--- src/rtl/id_hazard_ctrl_if.sv ---
// Decode-stage hazard controller bundle: ID instruction fields, release
// channel and the interlock/debug outputs.
interface id_hazard_ctrl_if #(
  parameter int unsigned PERF_W = 16
);
  localparam int unsigned REG_W = 3;
  localparam int unsigned ST_W  = 2;

  logic             id_valid;
  logic [REG_W-1:0] id_sr1;
  logic             id_use_sr1;
  logic [REG_W-1:0] id_sr2;
  logic             id_use_sr2;
  logic             id_use_cc;
  logic [REG_W-1:0] id_dest;
  logic             id_wr_dest;
  logic             id_wr_cc;
  logic             id_serial;
  logic             pipe_stall;
  logic             flush;
  logic             rel_valid;
  logic [REG_W-1:0] rel_dest;
  logic             rel_wr_dest;
  logic             rel_wr_cc;

  logic              issue;
  logic              hold_ifid;
  logic              bubble;
  logic              busy;
  logic [ST_W-1:0]   state;
  logic [PERF_W-1:0] stall_cycles;
  logic              sb_err;

  modport master (
    output id_valid, id_sr1, id_use_sr1, id_sr2, id_use_sr2, id_use_cc,
           id_dest, id_wr_dest, id_wr_cc, id_serial, pipe_stall, flush,
           rel_valid, rel_dest, rel_wr_dest, rel_wr_cc,
    input  issue, hold_ifid, bubble, busy, state, stall_cycles, sb_err
  );

  modport slave (
    input  id_valid, id_sr1, id_use_sr1, id_sr2, id_use_sr2, id_use_cc,
           id_dest, id_wr_dest, id_wr_cc, id_serial, pipe_stall, flush,
           rel_valid, rel_dest, rel_wr_dest, rel_wr_cc,
    output issue, hold_ifid, bubble, busy, state, stall_cycles, sb_err
  );
endinterface

--- src/rtl/id_hazard_ctrl.sv ---
// LC-3b decode-stage scoreboard: counts in-flight register/CC writes and
// decides issue, IF/ID hold and ID/EX bubble each cycle.
module id_hazard_ctrl #(
  parameter int unsigned PEND_W = 2,
  parameter int unsigned PERF_W = 16
) (
  input logic             clk,
  input logic             rst,
  id_hazard_ctrl_if.slave bus
);
  localparam int unsigned NREG  = 8;
  localparam int unsigned REG_W = 3;
  localparam logic [PEND_W-1:0] PEND_MAX = {PEND_W{1'b1}};
  localparam logic [PERF_W-1:0] PERF_MAX = {PERF_W{1'b1}};

  typedef enum logic [1:0] {
    RUN   = 2'd0,
    STALL = 2'd1,
    DRAIN = 2'd2
  } state_e;

  logic [PEND_W-1:0] pend_q [NREG];
  logic [PEND_W-1:0] pend_d [NREG];
  logic [PEND_W-1:0] cc_pend_q, cc_pend_d;
  state_e            state_q, state_d;
  logic [PERF_W-1:0] stall_cnt_q, stall_cnt_d;
  logic              sb_err_q, sb_err_d;

  logic            busy_c, hazard_c, live_c, issue_c, hold_c, bubble_c;
  logic [NREG-1:0] inc_c, dec_c;
  logic            cc_inc_c, cc_dec_c;

  // Any outstanding register or CC reservation
  always_comb begin
    busy_c = (cc_pend_q != '0);
    for (int unsigned r = 0; r < NREG; r++) begin
      busy_c = busy_c | (pend_q[r] != '0);
    end
  end

  // Interlock decision; flush squashes the ID op and releases the hold
  always_comb begin
    live_c   = bus.id_valid & ~bus.flush;
    hazard_c = (bus.id_use_sr1 & (pend_q[bus.id_sr1] != '0))
             | (bus.id_use_sr2 & (pend_q[bus.id_sr2] != '0))
             | (bus.id_use_cc  & (cc_pend_q != '0))
             | (bus.id_wr_dest & (pend_q[bus.id_dest] == PEND_MAX))
             | (bus.id_wr_cc   & (cc_pend_q == PEND_MAX))
             | (bus.id_serial  & busy_c);
    issue_c  = live_c & ~bus.pipe_stall & ~hazard_c;
    hold_c   = ~bus.flush & (bus.pipe_stall | (bus.id_valid & hazard_c));
    bubble_c = ~issue_c & ~bus.pipe_stall;
  end

  // Reservation counters; a release to an empty counter is absorbed and flagged
  always_comb begin
    inc_c    = '0;
    dec_c    = '0;
    sb_err_d = sb_err_q;
    for (int unsigned r = 0; r < NREG; r++) begin
      inc_c[r]  = issue_c & bus.id_wr_dest & (bus.id_dest == REG_W'(r));
      dec_c[r]  = bus.rel_valid & bus.rel_wr_dest & (bus.rel_dest == REG_W'(r));
      pend_d[r] = pend_q[r];
      if (dec_c[r] && (pend_q[r] == '0)) begin
        sb_err_d = 1'b1;
      end else if (inc_c[r] && !dec_c[r]) begin
        pend_d[r] = pend_q[r] + PEND_W'(1);
      end else if (dec_c[r] && !inc_c[r]) begin
        pend_d[r] = pend_q[r] - PEND_W'(1);
      end
    end

    cc_inc_c  = issue_c & bus.id_wr_cc;
    cc_dec_c  = bus.rel_valid & bus.rel_wr_cc;
    cc_pend_d = cc_pend_q;
    if (cc_dec_c && (cc_pend_q == '0)) begin
      sb_err_d = 1'b1;
    end else if (cc_inc_c && !cc_dec_c) begin
      cc_pend_d = cc_pend_q + PEND_W'(1);
    end else if (cc_dec_c && !cc_inc_c) begin
      cc_pend_d = cc_pend_q - PEND_W'(1);
    end
  end

  // Debug FSM and saturating stall-cycle counter
  always_comb begin
    state_d     = state_q;
    stall_cnt_d = stall_cnt_q;
    unique case (state_q)
      RUN: begin
        if (live_c & bus.id_serial & busy_c) begin
          state_d = DRAIN;
        end else if (live_c & hazard_c) begin
          state_d = STALL;
        end
      end
      STALL, DRAIN: begin
        if (issue_c | bus.flush) begin
          state_d = RUN;
        end
      end
      default: state_d = RUN;
    endcase
    if (live_c & ~bus.pipe_stall & hazard_c & (stall_cnt_q != PERF_MAX)) begin
      stall_cnt_d = stall_cnt_q + PERF_W'(1);
    end
  end

  always_ff @(posedge clk or posedge rst) begin
    if (rst) begin
      for (int unsigned r = 0; r < NREG; r++) begin
        pend_q[r] <= '0;
      end
      cc_pend_q   <= '0;
      state_q     <= RUN;
      stall_cnt_q <= '0;
      sb_err_q    <= 1'b0;
    end else begin
      for (int unsigned r = 0; r < NREG; r++) begin
        pend_q[r] <= pend_d[r];
      end
      cc_pend_q   <= cc_pend_d;
      state_q     <= state_d;
      stall_cnt_q <= stall_cnt_d;
      sb_err_q    <= sb_err_d;
    end
  end

  assign bus.issue        = issue_c;
  assign bus.hold_ifid    = hold_c;
  assign bus.bubble       = bubble_c;
  assign bus.busy         = busy_c;
  assign bus.state        = 2'(state_q);
  assign bus.stall_cycles = stall_cnt_q;
  assign bus.sb_err       = sb_err_q;
endmodule

--- src/flat_wrapper.sv ---
// flat-port wrapper written by rule: the top's interface ports become plain ports
module id_hazard_ctrl_flat 
#(
  parameter int unsigned PEND_W = 2,
  parameter int unsigned PERF_W = 16
)
  (clk, rst, bus_id_valid, bus_id_sr1, bus_id_use_sr1, bus_id_sr2, bus_id_use_sr2, bus_id_use_cc, bus_id_dest, bus_id_wr_dest, bus_id_wr_cc, bus_id_serial, bus_pipe_stall, bus_flush, bus_rel_valid, bus_rel_dest, bus_rel_wr_dest, bus_rel_wr_cc, bus_issue, bus_hold_ifid, bus_bubble, bus_busy, bus_state, bus_stall_cycles, bus_sb_err);
  id_hazard_ctrl_if #(.PERF_W(PERF_W)) bus_i ();
  input logic clk;
  input logic rst;
  input wire logic [$bits(bus_i.id_valid)-1:0] bus_id_valid;
  input wire logic [$bits(bus_i.id_sr1)-1:0] bus_id_sr1;
  input wire logic [$bits(bus_i.id_use_sr1)-1:0] bus_id_use_sr1;
  input wire logic [$bits(bus_i.id_sr2)-1:0] bus_id_sr2;
  input wire logic [$bits(bus_i.id_use_sr2)-1:0] bus_id_use_sr2;
  input wire logic [$bits(bus_i.id_use_cc)-1:0] bus_id_use_cc;
  input wire logic [$bits(bus_i.id_dest)-1:0] bus_id_dest;
  input wire logic [$bits(bus_i.id_wr_dest)-1:0] bus_id_wr_dest;
  input wire logic [$bits(bus_i.id_wr_cc)-1:0] bus_id_wr_cc;
  input wire logic [$bits(bus_i.id_serial)-1:0] bus_id_serial;
  input wire logic [$bits(bus_i.pipe_stall)-1:0] bus_pipe_stall;
  input wire logic [$bits(bus_i.flush)-1:0] bus_flush;
  input wire logic [$bits(bus_i.rel_valid)-1:0] bus_rel_valid;
  input wire logic [$bits(bus_i.rel_dest)-1:0] bus_rel_dest;
  input wire logic [$bits(bus_i.rel_wr_dest)-1:0] bus_rel_wr_dest;
  input wire logic [$bits(bus_i.rel_wr_cc)-1:0] bus_rel_wr_cc;
  output wire logic [$bits(bus_i.issue)-1:0] bus_issue;
  output wire logic [$bits(bus_i.hold_ifid)-1:0] bus_hold_ifid;
  output wire logic [$bits(bus_i.bubble)-1:0] bus_bubble;
  output wire logic [$bits(bus_i.busy)-1:0] bus_busy;
  output wire logic [$bits(bus_i.state)-1:0] bus_state;
  output wire logic [$bits(bus_i.stall_cycles)-1:0] bus_stall_cycles;
  output wire logic [$bits(bus_i.sb_err)-1:0] bus_sb_err;
  assign bus_i.id_valid = bus_id_valid;
  assign bus_i.id_sr1 = bus_id_sr1;
  assign bus_i.id_use_sr1 = bus_id_use_sr1;
  assign bus_i.id_sr2 = bus_id_sr2;
  assign bus_i.id_use_sr2 = bus_id_use_sr2;
  assign bus_i.id_use_cc = bus_id_use_cc;
  assign bus_i.id_dest = bus_id_dest;
  assign bus_i.id_wr_dest = bus_id_wr_dest;
  assign bus_i.id_wr_cc = bus_id_wr_cc;
  assign bus_i.id_serial = bus_id_serial;
  assign bus_i.pipe_stall = bus_pipe_stall;
  assign bus_i.flush = bus_flush;
  assign bus_i.rel_valid = bus_rel_valid;
  assign bus_i.rel_dest = bus_rel_dest;
  assign bus_i.rel_wr_dest = bus_rel_wr_dest;
  assign bus_i.rel_wr_cc = bus_rel_wr_cc;
  assign bus_issue = bus_i.issue;
  assign bus_hold_ifid = bus_i.hold_ifid;
  assign bus_bubble = bus_i.bubble;
  assign bus_busy = bus_i.busy;
  assign bus_state = bus_i.state;
  assign bus_stall_cycles = bus_i.stall_cycles;
  assign bus_sb_err = bus_i.sb_err;
  id_hazard_ctrl #(.PEND_W(PEND_W), .PERF_W(PERF_W)) u_core (.clk(clk), .rst(rst), .bus(bus_i));
endmodule
--- config.mk ---
export PLATFORM = sky130hd
export DESIGN_NAME = id_hazard_ctrl_flat
export DESIGN_NICKNAME = d
export VERILOG_FILES = /design/src/rtl/id_hazard_ctrl_if.sv /design/src/rtl/id_hazard_ctrl.sv /design/src/flat_wrapper.sv
export SDC_FILE = /design/constraint.sdc
export NUM_CORES = 1
export LEC_CHECK = 0
export CAP_MARGIN = 15
export CORE_MARGIN = 4
export CORE_UTILIZATION = 58
export DETAILED_ROUTE_END_ITERATION = 10
export DONT_BUFFER_PORTS = 1
export PLACE_DENSITY = 0.76
export RECOVER_POWER = 50
export SYNTH_ARGS = -nofsm -noshare
export SYNTH_HDL_FRONTEND = slang
export SYNTH_SLANG_ARGS = --single-unit
--- constraint.sdc ---
create_clock -name clk -period 3.3 [get_ports clk]
set_input_delay 0.825 -clock clk [delete_from_list [all_inputs] [get_ports clk]]
set_output_delay 0.825 -clock clk [all_outputs]
set_load 0.005 [all_outputs]
==> results <==
- The ratio of final minimum period to clock period is 0.991.
- The startpoint type of the worst setup path is a register.
- In this run the tool buffered the top-level ports with 0 buffer cells.
- IR analysis of the VDD net gives a maximum drop of 0.000227 V.
- The count of final hold-check violations is 0.
- At the placement stage, the worst setup path has a slack of -0.0488 ns.
- The run finished, with violations left.
- The most numerous cell type found on the critical path is sky130_fd_sc_hd__or3_4.
- The slew at the pin closest to its max-slew limit is 2.04 ns.
- In the final layout, the share of cells above drive strength 1 is 0.243.
- The proportion of synthesized chip area in sequential cells is 0.341.
- Between clock sinks in the finished design, the worst skew comes to 0.00697 ns.
- The final max-slew violation count is 38.
- The area growth from synthesis to final layout is 13.1%.
- The final cell count without fillers is 385.
- Measured along the x axis, the die boundary spans 76.4 um.
- The number of global-route vias before repair is 2264.
- Across every metal layer, demand over resource in global routing totals 0.213.
- After synthesis, the netlist uses 55 different library cells.
- After layout, the worst setup slack is 0.0299 ns.
- The wire length of the first global-routing pass is 10.2 mm.
- Setup violations remaining at the end of the flow were counted as 0.
- The starting density of the core is 0.610.
- Leaving out fill and tap cells, the most frequent cell in the layout is sky130_fd_sc_hd__nand2_1.
- The delay contributed by the slowest stage of the critical path is 0.42 ns.
- Hold is met by 0.520 ns.
- The proportion of register bits with asynchronous set or reset after synthesis is 1.00.
- The clock net in this run drives a total of 37 sinks.
- The worst setup path startpoint is u_core.pend_q[7].
- Yosys attributes the largest share of cell area to sky130_fd_sc_hd__dfrtp_1 34%, sky130_fd_sc_hd__nand2_1 5.7%, sky130_fd_sc_hd__ha_1 5.1%.
- The register bit count reported by yosys is 37.
- TritonCTS built the clock tree.
- The number of nets in the layout is 369.
- The launch instance of the worst register-to-register path is u_core.pend_q[7].
- The start point of the worst min-delay path is u_core.bus.stall_cycles[15].
- In the layout the commonest cells are 41 x sky130_fd_sc_hd__nand2_1, 36 x sky130_fd_sc_hd__dfrtp_1, 30 x sky130_fd_sc_hd__buf_4.
- The antenna diode count is 0.
- The die covers 5830 um2.
- The synthesized instance count is 307.
- For the worst setup path, the data required time is 2.47 ns.
- The pin count of the biggest net entering global routing is 38.
- The floorplan has 24 rows.
- Pin placement for this block handled 49 I/O pins.
- The number of clock buffers added by TritonCTS is 5.
- The classification of the worst-slack hold path is reg2reg.
- The count of hold-fix buffers inserted at cts is 0.
- Including well taps, the total number of placed cells is 367.
- The max-cap check violation count is 1.
- The number of antenna violations at the first check in global routing is 0.
- The area of the core is 4440 um2.
- The combined area of all synthesized cells is 2710 um2.
- The number of synthesis warnings is 0.
- Detailed routing inserted a total of 2344 vias.
- The clock input transition at the sequential cells of the worst setup and hold paths is 0.07 ns.
- The setup path with the least slack is of type reg2out.
- At the end of routability-driven placement, the weighted congestion stood at 0.883.
- The worst-path maximum fanout is 4.
- The count of nets left with antenna violations after detail routing is 0.
- The average size of a mapped cell is 8.84 um2.
- The minimum period implied by the final worst setup slack is 3.27 ns.
- The signal on the critical path passes through nor4_2 > nand4_1 > o31a_1 > or3_4 > or3_4 > clkinv_4 > buf_6 > nor2_4.
- The final wirelength is 6.36 mm.
- Detailed placement finished with a half-perimeter wire length of 4.71 mm.
- The leakage power total is 1.33 nW.
- The completed layout was analyzed and its total power is 1.39 mW.
- The average wire per cell in the routed design is 16.5 um.
- The number of levels the H-tree was split into is 2.
- Power spread over the standard cell area amounts to 453 nW/um2.
- The data arrival at the endpoint of the critical path is 2.45 ns.
- For this block, the initial DRC count from the detailed router was 93.
- The net count after synthesis is 344.
- The library cell used as clock root buffer is sky130_fd_sc_hd__clkbuf_8.
- The count of flip-flops with a built-in enable after synthesis is 0.
- Timing would allow up to 306 MHz.
- The maximum number of buffers from clock root to sink is 2.
- The die extent in y is 76.4 um.
- Setup repair after global routing could not meet its margin everywhere.
- Clock latency on the worst-skew pair, taken at its later pin, is 0.29 ns.
- The post-detailed-route via-to-cell ratio is 6.09.
- The worst setup path is captured at a primary output.
- The slowest cell on the critical path is sky130_fd_sc_hd__dfrtp_1.
- The share of Yosys cell area claimed by the top area cell type is 0.341.
- The DRC violation count after routing is 0.
- The checks that failed: max-capacitance violations, max-slew violations.
- The max-slew headroom at the worst pin is -0.358.
- The first detailed-routing pass ran for 4 iterations.
- The predominant post-synthesis flop cell is sky130_fd_sc_hd__dfrtp_1.
- The aggregate global routing overflow is 0.
- The biggest area consumer among synthesized cells is sky130_fd_sc_hd__dfrtp_1.
-- worst max-delay path, delay by kind of cell (launching register included) --
kind / cells / cell delay [ns]
simple gates: 5 / 1.20
compound gates: 1 / 0.35
buf+inv: 2 / 0.19
flops: 1 / 0.42
-- cells in the mapped netlist, drive strengths merged, types with 4 or more instances --
cell type,n
clkbuf,8
a21oi,6
dfrtp,37
nor3,16
ha,11
a22oi,14
inv,8
buf,6
and3,8
or3,4
nand3,15
mux4,5
o21ai,20
nor2,34
nor4,11
mux2,4
mux2i,6
nand2b,6
xor2,13
nand2,41
-- timing repair --
action / 4_1_cts / 5_1_grt
hold endpoints to repair: 0 / 0
setup buffers: 4 / 6
pin swaps: 3 / 8
gates resized for setup: 6 / 17
endpoints found under the setup margin: 3 / 10
cloned: 0 / 0
-- kinds of logic (layout without fill, tap and decap cells) --
logic type / after synthesis / after routing / synth area share
and+or+nand+nor: 155 / 155 / 0.297
xor gates and xnor gates: 15 / 15 / 0.0484
AOI/OAI and AO/OA: 51 / 51 / 0.121
muxes: 15 / 15 / 0.0830
adders and majority gates: 11 / 11 / 0.0507
DFF: 37 / 37 / 0.341
buffers and inverters: 23 / 49 / 0.0581
-- report_power, final --
group	switching, mW	internal [mW]	total (mW)
Sequential	0.122	0.543	0.665
Combinational	0.215	0.201	0.417
Clock	0.161	0.146	0.308
Total	0.498	0.891	1.39
-- worst paths after layout --
kind / to / slack [ns] / cells after the start
max: bus_bubble / 0.03 / 8
min: u_core.bus.stall_cycles[15] / 0.52 / 1
max reg2reg: u_core.pend_q[15] / 0.12 / 12
min reg2reg: u_core.bus.stall_cycles[15] / 0.52 / 1
max in group asynchronous: u_core.pend_q[1] / 0.82 / 2
min in group asynchronous: u_core.pend_q[10] / 1.16 / 2
-- registers in the layout (all words and copies together) (netlist names) --
signal and count:
u_core.bus.stall_cycles 16, u_core.pend_q 16, u_core.bus.state 2, u_core.cc_pend_q 2
u_core.bus.sb_err 1
-- cell type report --
class / count / area, um2
inverters: 9 / 38.8
multi-input cells: 247 / 1710
clock inverters: 2 / 10.0
well taps: 52 / 65.1
fillers: 368 / 1380
flip-flops and latches: 37 / 927
repair buffers: 32 / 240
clock buffers: 6 / 72.6
-- routing by layer --
metal,vias to the layer above,part of all wire,GRT usage
li1,1161,-,-
met5,-,0,0
met1,1097,0.39,0.234
met4,0,0.035,0.0833
met3,21,0.059,0.0591
met2,65,0.51,0.387
-- through the flow --
step,cell area [um2],TNS (ns),utilization
final,3070,0,0.690
after global routing,3070,-0.199,0.690
after CTS,2960,0,0.665
after detailed placement,2830,-0.0488,0.636
after global placement,2830,0,0.636
after floorplan,2720,0,-
Power figures use the tool's default switching activity.
